[src/rtl/risc_pkg.sv]
`default_nettype none
// +----------------------------------------------------------------------+
// | Module      : risc_pkg                                                |
// | Description : Shared opcode and phase encodings for the veriiRISC    |
// |               instruction sequencer.                                 |
// | Revision    : 1.0 - initial release                                  |
// +----------------------------------------------------------------------+
package risc_pkg;

  localparam int PHASE_WIDTH = 3;

  // Opcodes
  localparam logic [2:0] HLT = 3'd0;
  localparam logic [2:0] SKZ = 3'd1;
  localparam logic [2:0] ADD = 3'd2;
  localparam logic [2:0] AND = 3'd3;
  localparam logic [2:0] XOR = 3'd4;
  localparam logic [2:0] LDA = 3'd5;
  localparam logic [2:0] STO = 3'd6;
  localparam logic [2:0] JMP = 3'd7;

  // Phases
  localparam logic [PHASE_WIDTH-1:0] INST_ADDR  = 3'd0;
  localparam logic [PHASE_WIDTH-1:0] INST_FETCH = 3'd1;
  localparam logic [PHASE_WIDTH-1:0] INST_LOAD  = 3'd2;
  localparam logic [PHASE_WIDTH-1:0] IDLE       = 3'd3;
  localparam logic [PHASE_WIDTH-1:0] OP_ADDR    = 3'd4;
  localparam logic [PHASE_WIDTH-1:0] OP_FETCH   = 3'd5;
  localparam logic [PHASE_WIDTH-1:0] ALU_OP     = 3'd6;
  localparam logic [PHASE_WIDTH-1:0] STORE      = 3'd7;

  // Opcodes whose result comes back from memory into the accumulator.
  function automatic logic is_aluop(input logic [2:0] op);
    return (op == ADD) || (op == AND) || (op == XOR) || (op == LDA);
  endfunction

endpackage
`default_nettype wire

[src/rtl/risc_controller_phase_counter.sv]
`default_nettype none
// +----------------------------------------------------------------------+
// | Module      : phase_counter                                           |
// | Description : Wrapping phase counter with synchronous reset and      |
// |               count enable.                                          |
// | Ports       : clk, rst     - clock, sync active-high reset           |
// |               en_i         - advance one phase this cycle            |
// |               count_o      - current phase                           |
// | Revision    : 1.0 - initial release                                  |
// +----------------------------------------------------------------------+
module phase_counter
  import risc_pkg::*;
(
  input  logic                   clk,
  input  logic                   rst,
  input  logic                   en_i,
  output logic [PHASE_WIDTH-1:0] count_o
);

  logic [PHASE_WIDTH-1:0] count_q;
  logic [PHASE_WIDTH-1:0] count_d;

  // Natural binary overflow provides the 7 -> 0 wrap.
  assign count_d = en_i ? count_q + PHASE_WIDTH'(1) : count_q;

  always_ff @(posedge clk) begin
    if (rst) begin
      count_q <= INST_ADDR;
    end else begin
      count_q <= count_d;
    end
  end

  assign count_o = count_q;

endmodule
`default_nettype wire

[src/rtl/risc_controller.sv]
`default_nettype none
// +----------------------------------------------------------------------+
// | Module      : risc_controller                                         |
// | Description : Eight-phase instruction sequencer for veriiRISC. Decodes|
// |               phase and opcode into datapath load/enable strobes.    |
// | Ports       : clk, rst     - clock, sync active-high reset           |
// |               opcode, zero - IR opcode field, ALU zero flag          |
// |               phase        - current phase (debug)                   |
// |               sel, rd, ld_ir, halt, inc_pc, ld_ac, ld_pc, wr, data_e |
// |                            - datapath and memory control strobes     |
// | Revision    : 1.0 - initial release                                  |
// +----------------------------------------------------------------------+
module risc_controller
  import risc_pkg::*;
#(
  parameter int OP_WIDTH = 3
) (
  input  logic                clk,
  input  logic                rst,
  input  logic [OP_WIDTH-1:0] opcode,
  input  logic                zero,
  output logic [2:0]          phase,
  output logic                sel,
  output logic                rd,
  output logic                ld_ir,
  output logic                halt,
  output logic                inc_pc,
  output logic                ld_ac,
  output logic                ld_pc,
  output logic                wr,
  output logic                data_e
);

  logic                   halted_q;
  logic                   halted_d;
  logic [PHASE_WIDTH-1:0] phase_w;
  logic                   aluop_w;
  logic                   is_hlt_w;
  logic                   is_skz_w;
  logic                   is_sto_w;
  logic                   is_jmp_w;

  assign is_hlt_w = (opcode == HLT);
  assign is_skz_w = (opcode == SKZ);
  assign is_sto_w = (opcode == STO);
  assign is_jmp_w = (opcode == JMP);
  assign aluop_w  = is_aluop(opcode);

  // The halt decision is taken on the edge leaving OP_ADDR; the counter is
  // gated by the next-state flag so that same edge leaves phase parked at 4.
  assign halted_d = halted_q || ((phase_w == OP_ADDR) && is_hlt_w);

  always_ff @(posedge clk) begin
    if (rst) begin
      halted_q <= 1'b0;
    end else begin
      halted_q <= halted_d;
    end
  end

  phase_counter u_phase_counter (
    .clk     (clk),
    .rst     (rst),
    .en_i    (!halted_d),
    .count_o (phase_w)
  );

  assign phase = phase_w;

  always_comb begin
    sel    = 1'b0;
    rd     = 1'b0;
    ld_ir  = 1'b0;
    halt   = halted_q;
    inc_pc = 1'b0;
    ld_ac  = 1'b0;
    ld_pc  = 1'b0;
    wr     = 1'b0;
    data_e = 1'b0;
    case (phase_w)
      INST_ADDR: begin
        sel = 1'b1;
      end
      INST_FETCH: begin
        sel = 1'b1;
        rd  = 1'b1;
      end
      INST_LOAD, IDLE: begin
        sel   = 1'b1;
        rd    = 1'b1;
        ld_ir = 1'b1;
      end
      OP_ADDR: begin
        if (halted_q || is_hlt_w) begin
          halt = 1'b1;
        end else begin
          inc_pc = 1'b1;
        end
      end
      OP_FETCH: begin
        rd = aluop_w;
      end
      ALU_OP: begin
        rd     = aluop_w;
        inc_pc = is_skz_w && zero;
        ld_pc  = is_jmp_w;
        data_e = is_sto_w;
      end
      STORE: begin
        rd     = aluop_w;
        ld_ac  = aluop_w;
        ld_pc  = is_jmp_w;
        data_e = is_sto_w;
        wr     = is_sto_w;
      end
      default: begin
        sel = 1'b0;
      end
    endcase
  end

endmodule
`default_nettype wire
[config.mk]
export PLATFORM = sky130hd
export DESIGN_NAME = risc_controller
export DESIGN_NICKNAME = d
export VERILOG_FILES = /design/src/rtl/risc_pkg.sv /design/src/rtl/risc_controller_phase_counter.sv /design/src/rtl/risc_controller.sv
export SDC_FILE = /design/constraint.sdc
export NUM_CORES = 1
export LEC_CHECK = 0
export ABC_CLOCK_PERIOD_IN_PS = 1200
export BUFFER_PORTS_ARGS = -buffer_cell sky130_fd_sc_hd__buf_2
export CORE_AREA = 2 2 39 41
export CTS_CLUSTER_DIAMETER = 200
export CTS_CLUSTER_SIZE = 30
export DETAILED_ROUTE_END_ITERATION = 10
export DIE_AREA = 0 0 41 43
export SLEW_MARGIN = 40
export SYNTH_ARGS = -nofsm -noshare
export SYNTH_HDL_FRONTEND = slang
export SYNTH_HIERARCHICAL = 1
export SYNTH_SLANG_ARGS = --single-unit
export TNS_END_PERCENT = 30
[constraint.sdc]
create_clock -name clk -period 1.2 [get_ports clk]
set_input_delay 0.06 -clock clk [delete_from_list [all_inputs] [get_ports clk]]
set_output_delay 0.06 -clock clk [all_outputs]
set_load 0.1 [all_outputs]
After elaboration in Yosys (flattened, before gate mapping)
Index checks and enable logic that the tools add are counted.

operators by class
  reductions and logical operators = 14
  equal/unequal tests = 14
  mux-type cells = 11
  add/subtract/negate cells = 1

operators with widths
  cell                   number
  $eq A3 B3 Y1 const B   8
  $eq A3 B2 Y1 const B   4
  $mux W1                9
  $eq A3 B1 Y1 const B   2
  $logic_not A3 Y1       2
  $reduce_or A3 Y1       2
  $logic_or A1 B1 Y1     5
  $pmux W1 S2            2
  $reduce_or A2 Y1       2
  $reduce_or A4 Y1       1
  $add A3 B1 Y3 const B  1
  $logic_and A1 B1 Y1    2

word-level totals
  word-level logic and storage cells = 42
  bits of input ports = 6
  bits in registers = 4

Logic depth before layout (Yosys ltp)
  word-level depth = 5
  depth in mapped cells = 4

By module
Netlist, hierarchy kept.

by module, submodules not included
  module           times used  seq. area each (µm²)  cells each  area each (µm²)
  risc_controller  1           20.0                  22          153.9
  phase_counter    1           60.1                  11          121.4

Worst setup path before layout
OpenSTA, ideal clock, no wires.

  path kind = flip-flop to output port
  start point = register u_phase_counter.count_q[2] (netlist: u_phase_counter/count_o[2])
  end point = output port inc_pc
  path slack = -2.771 ns
  data arrival time = 3.911 ns
  path buffers = 0
  cell stages (with the launch flop) = 3
  cell sequence = dfxtp_1 -> inv_1 -> a2111oi_2

between the ends
  longest elaborated chain between the ends = 2
  elaborated cells between the ends (all ways) = 3
  classes of those cells = eq/ne (2); mux (1)

RTL lines
  what                      RTL line                             RTL
  start: declaration        risc_controller_phase_counter.sv:20  logic [PHASE_WIDTH-1:0] count_q;
  start signal: assignment  risc_controller_phase_counter.sv:30  count_q <= count_d;
  $eq A3 B3 Y1              risc_controller.sv:80                case (phase_w)
  $pmux W1 S2 (*)           risc_controller.sv:80
  end: declaration          risc_controller.sv:27                output logic inc_pc,

Mark *: on every way between the ends. The rest lies on a longest branch, timed or not.

Final worst setup path
  start point = register u_phase_counter.count_q[1] (netlist: u_phase_counter/count_o[1])
  end point = output port inc_pc

The elaborated chain is that of the path after synthesis.

==> PnR_summary.wiki <==
{| class="wikitable"
! Metric !! Value
|-
| Number of antenna violations at the first check in global routing || 0
|-
| Maximum number of buffers from clock root to sink || 2
|-
| Fraction of the mapped netlist area in simple logic gates || between 30% and 40%
|-
| Average vias per placed instance || about 4.6
|-
| Detailed-router iteration count before antenna repair || 3
|-
| Number of synthesized flops with an enable pin || 0
|-
| Tightest Hold Check Type || input port to register
|-
| Remaining antenna violation count after routing || 0
|-
| Worst Setup Path Type || register to output port
|-
| FP Rows || 14
|-
| Die span in y || ~43 microns
|-
| Async set-reset flop share out of synthesis || 0%
|-
| Combinational family with the most area after synthesis || simple AND/OR/NAND/NOR gates
|-
| Global route overflow || 0
|-
| Clock transition at the registers of the reported paths || 0.04 ns
|-
| Violations in the final reports || setup timing
|-
| Crit share post-route || 122%
|-
| XOR/XNOR Fraction of Synth Area || under 10%
|-
| Global-route wire length before repair || ~1400 microns
|-
| Dominant register cell in the synthesized netlist || dfxtp_1
|-
| Met1 GRT Util || between 10% and 20%
|-
| Required time worst endpoint || approximately 1.1 ns
|-
| Result of the run || finished with violations
|-
| Total number of vias || around 380
|-
| Element type at the critical path start || register
|-
| Setup slack of the critical path after layout || -0.265 ns
|-
| Top-level I/O count || 18
|-
| HPWL after DPL || ~670 microns
|-
| Std-Cell Core Area || between 1000 and 1500 sq um
|-
| Clock tree skew after final layout || ~0.0022 ns
|-
| Adder-Cell Fraction of Synth Area || approximately 4.5%
|-
| Avg Synthesized Cell Area || 8.34 sq um
|-
| Starting utilization of the core area || around a fifth
|-
| Kind of end point of the critical path || output port
|-
| Num CTS Buffers || 3
|-
| Total Die Area || around 1800 sq um
|-
| Mapped cell area || 275 sq um
|-
| Number of buffer cells added on primary ports || 17
|-
| Netlist cell types || 20
|-
| RSZ-0062 raised after global routing || true
|-
| Fraction of met2 tracks used by global routing || roughly 17%
|-
| Top Usage Layer GRT || met2
|-
| Worst slew pin tran || around 0.48 ns
|-
| Number of pins exceeding their max-slew limit in the final report || 0
|-
| Layout cells sized above 1 || between 70% and 80%
|-
| Final net count || between 70 and 80
|-
| Clock latency at the later pin of the worst-skew pair || about 0.23 ns
|-
| Hold Vio Cnt, Final || 0
|-
| Final Setup Violations || 11
|-
| Gpl congestion || roughly 0.68
|-
| Shortest clock period the worst path allows after layout || between 1 and 1.5 ns
|-
| Wire length per cell || between 10 and 15 microns
|-
| Vias in the first global route || 341
|-
| Synth-to-Final Area Change || 182%
|-
| Global router's overall resource usage || between 10% and 20%
|-
| Post-route DRC violation count || 0
|-
| Horizontal die dimension || between 40 and 50 microns
|-
| Max transition margin || 68.0%
|-
| Kind of cell with the highest combined delay on the critical path || flip-flops
|-
| Post-CTS Hold Buffers || 0
|-
| Critical-path maximum fanout || 6
|-
| Register bit count reported by yosys || 4
|-
| Clock Sink Count || 4
|-
| Routed wire length || between 800 and 900 microns
|-
| Setup slack at placement || -0.0471 ns
|-
| Power density of the placed cells || ~970 nW/um^2
|-
| Post-place instance area || 653 sq um
|-
| Syn Nets || 40
|-
| Total inserted antenna cells || 0
|-
| Worst endpoint data arrival time || 1.40 ns
|-
| TritonCTS clock tree || built
|-
| Sequential fraction of the synthesis area || approximately 29%
|-
| Top achievable clock speed || roughly 680 MHz
|-
| Worst path slowest cell || dfxtp_4
|-
| Sum of buffers and inverters on the critical path || 1
|-
| P_leak || 0.337 nW
|-
| Multiplexer area fraction after synthesis || around 3.6%
|-
| Critical path's largest stage delay || about 0.35 ns
|-
| Root buf cell || clkbuf_4
|-
| H-Tree Level Count || 1
|-
| Synthesized-area fraction occupied by ao, oa, aoi and oai cells || approximately 22%
|-
| DRT iter0 DRCs || 3
|-
| Final instance area || slightly below 800 sq um
|-
| Largest net degree at the start of global routing || 7
|-
| Cell-by-cell trace of the critical path || or2_4 -> a2111oi_4 -> buf_12
|-
| Count of maximum capacitance violations || 0
|-
| Global-route track usage on met3 || between 2 and 2.5%
|-
| Worst IR Drop VDD || about 0.52 mV
|-
| Number of warning messages in the yosys log || 6
|-
| Post-Syn Instances || 33
|}
[registers in the layout (all words and copies together), names as in the netlist]
register	cells
u_phase_counter/count_o	3
halted_q	1
[kinds of logic after synthesis]
group,after synthesis
flip-flops,4
adder cells (fa/ha/maj),1
XOR/XNOR,2
buffers and inverters,3
AO/OA/AOI/OAI,7
AND/OR/NAND/NOR,15
multiplexers,1
[final timing paths]
kind,slack (ns),from,cells after the start,to
max,-0.26,u_phase_counter/count_o[1],3,inc_pc
min,0.04,rst,2,u_phase_counter/count_o[2]
max reg2reg,-0.10,u_phase_counter/count_o[1],6,u_phase_counter/count_o[2]
min reg2reg,0.59,halted_q,2,halted_q
[layout make-up]
class	count	area [sq um]
Fill cell	116	608
Timing Repair Buffer	31	363
Multi-Input combinational cell	26	267
Sequential cell	4	88.8
Clock buffer	3	22.5
Tap cell	16	20.0
Inverter	3	15.0
[layout by cell type, fill, tap and decap left out, drive strengths merged, types with 2 or more instances in the layout]
master and count:
clkbuf 3, a21oi 2, dfxtp 4, buf 31
nor2b 2, nor2 6, xnor2 2, inv 2
[cells in the mapped netlist, drive strengths merged, types with 2 or more instances]
| cell | count | area [sq um] |
|---|---|---|
| nor2 | 6 | 22.5 |
| inv | 3 | 11.3 |
| a21oi | 2 | 10.0 |
| dfxtp | 4 | 80.1 |
| nor2b | 2 | 12.5 |
| xnor2 | 2 | 17.5 |
[power by group]
group	internal (mW)	switching, mW	total, mW
Sequential	0.145	0.0130	0.158
Combinational	0.171	0.264	0.435
Clock	0.111	0.0467	0.158
[stage by stage]
stage	instances	utilization (%)	hold WS (ns)	power, mW	TNS (ns)
6_report	83	56.1	0.0356	0.751	-1.16
5_1_grt	83	56.1	0.0458	0.787	-1.82
4_1_cts	80	51.4	0.0288	0.726	-0.987
3_5_place_dp	74	47.2	0.277	0.536	-0.0471
3_3_place_gp	74	47.2	0.274	0.533	-0.0273
2_1_floorplan	33	-	0.119	0.393	-6.67
[layer usage]
layer / wire length (microns) / share of wire (%)
met5: 0 / 0
met2: 444 / 49
met4: 0 / 0
met3: 79 / 8.8
met1: 374 / 42
[worst register-to-register path, cell delays in order, from the launching register on]
cell and delay (ns):
dfxtp_4 0.35, buf_4 0.13, buf_6 0.11, buf_4 0.13, ha_1 0.19, a21bo_2 0.22, a21oi_2 0.10
[what timing repair did]
item	4_1_cts	5_1_grt
resized for setup	3	8
endpoints found under the setup margin	7	11
pin swaps	2	6
setup buffers	3	3
cloned	0	0
Note: power is estimated with default switching activity, not from simulation.
